### src/rtl/channel_scan_seq.sv
// Channel scan sequencer: steps 3-bit decoder select through the enabled mask bits, dwell_q+1 cycles each.
// Latency: outputs registered, one edge after the sampled input. Backpressure: none; stop aborts, start is ignored while busy.
module channel_scan_seq #(
    parameter int DWELL_W = 8
) (
    input  logic               clk,
    input  logic               rst_n,
    input  logic               start,
    input  logic               stop,
    input  logic               mode_cont,
    input  logic [7:0]         mask,
    input  logic [DWELL_W-1:0] dwell,
    output logic [2:0]         sel,
    output logic               en,
    output logic               busy,
    output logic               done,
    output logic               wrap
);

    typedef enum logic {
        IDLE   = 1'b0,
        ACTIVE = 1'b1
    } state_t;

    state_t             state_q, state_d;
    logic [2:0]         sel_q, sel_d;
    logic               en_q, en_d;
    logic               busy_q, busy_d;
    logic               done_q, done_d;
    logic               wrap_q, wrap_d;
    logic [DWELL_W-1:0] cnt_q, cnt_d;
    logic [7:0]         mask_q, mask_d;
    logic [DWELL_W-1:0] dwell_q, dwell_d;

    // Lowest set bit; callers only use it when m != 0.
    function automatic logic [2:0] first_ch(input logic [7:0] m);
        logic [2:0] r;
        r = 3'd0;
        for (int i = 7; i >= 0; i--) begin
            if (m[i]) r = 3'(i);
        end
        return r;
    endfunction

    // {found, index} of the lowest set bit strictly above s.
    function automatic logic [3:0] next_ch(input logic [7:0] m, input logic [2:0] s);
        logic [3:0] r;
        r = 4'd0;
        for (int i = 7; i >= 0; i--) begin
            if (m[i] && (i > int'(s))) r = {1'b1, 3'(i)};
        end
        return r;
    endfunction

    logic [3:0] nxt;
    assign nxt = next_ch(mask_q, sel_q);

    always_comb begin
        state_d = state_q;
        sel_d   = sel_q;
        en_d    = en_q;
        busy_d  = busy_q;
        done_d  = 1'b0;
        wrap_d  = 1'b0;
        cnt_d   = cnt_q;
        mask_d  = mask_q;
        dwell_d = dwell_q;
        unique case (state_q)
            IDLE: begin
                if (start && !stop) begin
                    if (mask != 8'd0) begin
                        mask_d  = mask;
                        dwell_d = dwell;
                        sel_d   = first_ch(mask);
                        en_d    = 1'b1;
                        busy_d  = 1'b1;
                        cnt_d   = '0;
                        state_d = ACTIVE;
                    end else begin
                        done_d = 1'b1;
                    end
                end
            end
            ACTIVE: begin
                if (stop) begin
                    en_d    = 1'b0;
                    busy_d  = 1'b0;
                    state_d = IDLE;
                end else if (cnt_q < dwell_q) begin
                    cnt_d = cnt_q + 1'b1;
                end else if (nxt[3]) begin
                    sel_d = nxt[2:0];
                    cnt_d = '0;
                end else if (mode_cont && (mask != 8'd0)) begin
                    // Continuous pass restarts with freshly sampled mask/dwell.
                    mask_d  = mask;
                    dwell_d = dwell;
                    sel_d   = first_ch(mask);
                    cnt_d   = '0;
                    wrap_d  = 1'b1;
                end else begin
                    if (mode_cont) begin
                        mask_d  = mask;
                        dwell_d = dwell;
                    end
                    en_d    = 1'b0;
                    busy_d  = 1'b0;
                    done_d  = 1'b1;
                    state_d = IDLE;
                end
            end
            default: state_d = IDLE;
        endcase
    end

    always_ff @(posedge clk or negedge rst_n) begin
        if (!rst_n) begin
            state_q <= IDLE;
            sel_q   <= 3'd0;
            en_q    <= 1'b0;
            busy_q  <= 1'b0;
            done_q  <= 1'b0;
            wrap_q  <= 1'b0;
            cnt_q   <= '0;
            mask_q  <= 8'd0;
            dwell_q <= '0;
        end else begin
            state_q <= state_d;
            sel_q   <= sel_d;
            en_q    <= en_d;
            busy_q  <= busy_d;
            done_q  <= done_d;
            wrap_q  <= wrap_d;
            cnt_q   <= cnt_d;
            mask_q  <= mask_d;
            dwell_q <= dwell_d;
        end
    end

    assign sel  = sel_q;
    assign en   = en_q;
    assign busy = busy_q;
    assign done = done_q;
    assign wrap = wrap_q;

endmodule

### config.mk
export PLATFORM = sky130hd
export DESIGN_NAME = channel_scan_seq
export DESIGN_NICKNAME = d
export VERILOG_FILES = /design/src/rtl/channel_scan_seq.sv
export SDC_FILE = /design/constraint.sdc
export NUM_CORES = 1
export LEC_CHECK = 0
export CAP_MARGIN = 5
export CORE_ASPECT_RATIO = 1.5
export CORE_MARGIN = 2
export CORE_UTILIZATION = 45
export CTS_BUF_LIST = sky130_fd_sc_hd__clkbuf_16
export CTS_CLUSTER_SIZE = 10
export DETAILED_ROUTE_END_ITERATION = 7
export PLACE_DENSITY = 0.7
export RECOVER_POWER = 100
export SYNTH_ARGS = -nofsm -noshare
export SYNTH_HDL_FRONTEND = slang
export SYNTH_SLANG_ARGS = --single-unit
### constraint.sdc
create_clock -name clk -period 2.5 [get_ports clk]
set_clock_uncertainty 0.05 [all_clocks]
set_input_delay 0.5 -clock clk [delete_from_list [all_inputs] [get_ports clk]]
set_output_delay 0.5 -clock clk [all_outputs]
set_load 0.05 [all_outputs]
==> results.cfg, run 1 <==
[run_status]
status = complete, no violations

[worst_setup_path]
worst-path-buf-inv = 1
cp.arrival_ns = 2.56
cp_top_family = compound AO/OA/AOI/OAI gates
cp.depth = 8
path_cells = inv_1, ha_4, nand2_1, or3_4, o221ai_4, nand3_2, a211o_4, mux2_4
reg2reg_depth = 8
start_kind = flop
timing.rr.end = mask_q[6]
worst-setup-path-type = reg2reg
critPathMaxFanout = 8
critPathMaxStageDelay_ns = 0.44
end_kind = flop
worstReg2RegStart = dwell_q[5]
cp_data_required_time_ns = 2.60
slowest_stage = a211o_4
reg2reg_slack_ns = 0.04

[pwr]
pwr-share-seq_pct = 32.2
power_mw = 2.29
power_density_nw_per_um2 = 807
internal-power_mw = 1.43
power_frac_clock_pct = 24.7
power_leakage_nw = 1.28
switching_share_pct = 37.4
peakVddDrop_v = 0.000393
switchingPower_mw = 0.854
pwr-share-comb_pct = 43.2

[clock_tree]
cts_buffers = 5
cts.hold.buffers_added = 0
clkSinkCount = 30
htree_levels = 2
cts_max_path_buffers = 2
cts-root-buf = clkbuf_16
cts_tree = built
clk_latency_ns = 0.27
clkTransAtPathRegs_ns = 0.05

[die]
dieArea_sq_um = 5120
initial_core_util_pct = 45.9
die_w_um = 59.1
rows = 30
ios = 28
core_area_sq_um = 4470
die_h_um = 86.6

[synth]
synth.area.mux_share_pct = 13.9
yosysMostFrequentCell = dfrtp_1
yosys.area.top_type_share_pct = 36.7
ys_types = 54
synth.avg_cell_area_sq_um = 10.1
ys_ff_latch = 30
synth_top_area_cell = dfrtp_1
syn-num-nets = 232
async_flop_share_pct = 100
ys_warn_count = 0
synth_compound_area_share_pct = 19.4
synth_fa_ha_area_share_pct = 4.89
synth_edf_count = 0
synth_top_family_by_area = simple AND/OR/NAND/NOR gates
ys_top_cells_by_count = 30 x dfrtp_1, 15 x a21oi_1, 14 x nand3_1
ys_seq_area_share_pct = 36.7
synth-simple-area-share_pct = 20.0
synth_flop_cell = dfrtp_1
synth_area_leaders = dfrtp_1 37%, mux2_4 9.5%, ha_1 4.9%
netlist_instances = 203
synthXorXnorAreaFrac_pct = 0
synth_area_sq_um = 2050

[placed_design]
post_dp_cell_area_sq_um = 2590
routabilityCongestion = 0.872
portBuffers = 27
dpl.cell_count = 307
dp_hpwl_mm = 3.70
dpl_worst_slack_ns = -0.108

[route]
routed_via_density = 5.72
first_pass_iters = 5
wl_per_cell_um = 16.5
wirelength_mm = 5.30
drtIter0Drc = 65
route.detailed.drc = 0
vias = 1842
final_antenna_net_count = 0

[worst_hold_path]
min_delay_worst_endpoint = dwell_q[3]
min_from = dwell_q[3]
min_path_cells = 1
hold_path_class = reg2reg

[sta]
period_share_pct = 98.3
setup_ws_ns = 0.0413
tightest_slew_ns = 0.782
hold_ws_ns = 0.461
max_freq_mhz = 407
finalSetupViolCount = 0
finalSetupTns_ns = 0
min_period_ns = 2.46
slew_headroom_pct = 47.8
finalHoldViolations = 0
drv_slew = 0
rsz0062_at_grt = true

[finish]
antenna_cells = 0
drive_above_1_share_pct = 33.2
instances_no_fill = 322
syn2layout_area_growth_pct = 38.2
final_util_pct = 63.4
multi_input_area_sq_um = 1250
regArea_sq_um = 752
num-nets-final = 302
fill_cells = 363
fin_area_sq_um = 2830

[grt]
grt_use_total_pct = 21.5
grt_pass1_wl_mm = 8.27
antenna_found_initial = 0
grt_max_degree = 31
overflow = 0
grt_pass1_vias = 1825

[job]
maxCapViolCount = 0
==> cell usage in the layout, fill, tap and decap left out, types with 8 or more instances in the layout <==
master	instances
a21oi_1	14
nand2_1	13
clkdlybuf4s50_1	19
mux2_4	13
dlygate4sd3_1	8
dfrtp_1	29
nand3_1	14
inv_1	12
nor2_1	12
buf_4	41
==> layout make-up <==
type / instances / area share, %
multi-input cells: 155 / 44.3
repair buffers: 69 / 20.6
flip-flops and latches: 30 / 26.6
inverters: 12 / 1.59
well taps: 48 / 2.12
clock buffers: 5 / 4.42
clock inverters: 3 / 0.398
==> power by group through the flow <==
stage	clock network (mW)	registers [mW]	logic (mW)
6_report	0.564	0.735	0.986
4_1_cts	0.567	0.728	0.950
3_5_place_dp	0	0.735	0.932
3_3_place_gp	0	0.730	0.916
2_1_floorplan	0	0.784	0.573
5_1_grt	0.589	0.747	1.06
==> metal layers <==
metal  up-vias  wire length (um)  track usage (%)
met2        45              3030             40.6
met1       890              1970             22.1
met5         -                 0                0
li1        891                 -                -
met3        16               149             3.58
met4         0               150             9.71
==> flip-flops by register name, summed over array words and instances, names as in the netlist <==
signal / count
wrap: 1
state_q: 1
done: 1
busy: 1
mask_q: 7
dwell_q: 8
sel: 3
cnt_q: 8
==> worst max-delay path by stage <==
stage                     startpoint         to  slack (ns)
after detailed placement     mask[3]   cnt_q[2]       -0.11
after global placement       mask[3]  mask_q[7]       -0.05
after global routing      dwell_q[5]  mask_q[6]       -0.01
after CTS                 dwell_q[7]  mask_q[6]        0.01
after floorplan               sel[2]   cnt_q[2]       0.002
final                     dwell_q[5]  mask_q[6]        0.04
==> what timing repair did <==
item                       in CTS  in global routing
pin swaps                       2                  1
setup buffers                   0                  6
resized for setup               0                  8
setup endpoints to repair      18                 21
gates cloned                    1                  0
==> kinds of logic after synthesis <==
group,Yosys count
AO/OA/AOI/OAI,50
adder cells (fa/ha/maj),8
buffers and inverters,19
flip-flops,30
multiplexers,21
AND/OR/NAND/NOR,75
No activity file was read; power rests on OpenSTA's default activity.
==> run 2: changes to the inputs <==
--- a/config.mk
+++ b/config.mk
@@ -14,6 +14,8 @@
 export DETAILED_ROUTE_END_ITERATION = 7
 export PLACE_DENSITY = 0.7
 export RECOVER_POWER = 100
+export SKIP_CTS_REPAIR_TIMING = 1
+export SLEW_MARGIN = 30
 export SYNTH_ARGS = -nofsm -noshare
 export SYNTH_HDL_FRONTEND = slang
 export SYNTH_SLANG_ARGS = --single-unit
==> results.cfg, run 2 (synthesis results as in run 1) <==
[finish]
syn2layout_area_growth_pct = 37.3
num-nets-final = 302
multi_input_area_sq_um = 1240
fill_cells = 365
layout_common_cells = 41 x buf_4, 29 x dfrtp_1, 19 x clkdlybuf4s50_1, 15 x a21oi_1, 14 x nand3_1
final_common_cell = buf_4
regArea_sq_um = 752
final_util_pct = 63.0
antenna_cells = 0
largestRegisters = cnt_q (8), dwell_q (8), mask_q (7)
drive_above_1_share_pct = 32.5
instances_no_fill = 322

[worst_hold_path]
hold_path_class = reg2reg
min_path_cells = 1
min_delay_worst_endpoint = dwell_q[3]
min_from = dwell_q[3]

[run_status]
status = complete, no violations

[grt]
grt_busiest_layer = met2
grt_max_degree = 31
grtUsageMet1_pct = 21.5
antenna_found_initial = 0
overflow = 0
grt_pass1_vias = 1811
grt_pass1_wl_mm = 8.06
grt_use_met2_pct = 39.5
grt_use_total_pct = 20.8
grtUsageMet3_pct = 3.28

[worst_setup_path]
cp_data_required_time_ns = 2.60
worstReg2RegStart = cnt_q[7]
start_kind = flop
critPathMaxStageDelay_ns = 0.44
end_kind = flop
critPathMaxFanout = 8
cp.arrival_ns = 2.56
worst-setup-path-type = reg2reg
timing.rr.end = mask_q[6]
path_cells = ha_4, nand2_2, or3_4, o221ai_4, nand3_2, a211o_4, mux2_4
reg2reg_slack_ns = 0.05
slowest_stage = a211o_4
reg2reg_depth = 7

[clock_tree]
clk_latency_ns = 0.27
cts-root-buf = clkbuf_16
cts_max_path_buffers = 2
cts_tree = built
clkSinkCount = 30
clkTransAtPathRegs_ns = 0.05
htree_levels = 2
cts_buffers = 5

[route]
final_antenna_net_count = 0
drtIter0Drc = 34
route.detailed.drc = 0
routed_via_density = 5.69
wl_per_cell_um = 16.2
first_pass_iters = 4
wirelength_mm = 5.22
vias = 1833

[pwr]
power_mw = 2.28
power_leakage_nw = 1.27
power_density_nw_per_um2 = 811
peakVddDrop_v = 0.000386

[sta]
drv_slew = 0
setup_ws_ns = 0.0453
finalSetupTns_ns = 0
min_period_ns = 2.45
max_freq_mhz = 407
slew_headroom_pct = 48.7
rsz0062_at_grt = true
finalSetupViolCount = 0
tightest_slew_ns = 0.770
period_share_pct = 98.2
finalHoldViolations = 0

[die]
die_h_um = 86.6
initial_core_util_pct = 45.9
ios = 28
rows = 30
core_area_sq_um = 4470
die_w_um = 59.1
dieArea_sq_um = 5120

[placed_design]
dpl_worst_slack_ns = -0.108
dpl.cell_count = 307
portBuffers = 27
dp_hpwl_mm = 3.70
routabilityCongestion = 0.872

[job]
maxCapViolCount = 0
[run 2: through the flow]
step                hold slack (ns)  area (sq um)
global placement              0.446          2590
detailed placement            0.452          2590
floorplan                     0.154          2050
global route                  0.486          2810
CTS                           0.465          2720
finish                        0.459          2810
[run 2: worst max path at each step]
stage / startpoint / end / slack, ns / depth (start not counted)
6_report: cnt_q[7] / mask_q[6] / 0.05 / 7
5_1_grt: cnt_q[7] / mask_q[6] / -0.03 / 7
4_1_cts: dwell_q[7] / mask_q[6] / -0.04 / 8
3_5_place_dp: mask[3] / cnt_q[2] / -0.11 / 7
3_3_place_gp: mask[3] / mask_q[7] / -0.05 / 6
2_1_floorplan: sel[2] / cnt_q[2] / 0.002 / 8
[run 2: worst max-delay path: cells and delay by family, from the launching register on]
kind                     cells  cell delay (ns)
AO/OA/AOI/OAI                2             0.69
AND/OR/NAND/NOR              3             0.57
multiplexers                 1             0.32
adder cells (fa/ha/maj)      1             0.29
flip-flops                   1             0.41
[run 2: per-layer routing]
layer	routed length, um	up-vias
met5	0	-
met4	110	0
met1	1940	891
li1	-	888
met3	144	11
met2	3030	43
[run 2: final cells by class]
class / instances / share of cell area [%]
flip-flops and latches: 30 / 26.7
well taps: 48 / 2.14
clock buffers: 5 / 4.45
clock inverters: 3 / 0.400
repair buffers: 69 / 20.7
inverters: 12 / 1.60
multi-input cells: 155 / 44.0
[run 2: power breakdown]
group	total, mW	internal, mW	switching [mW]
logic	0.982	0.479	0.503
registers	0.736	0.598	0.138
clock network	0.563	0.357	0.206
total	2.28	1.43	0.847
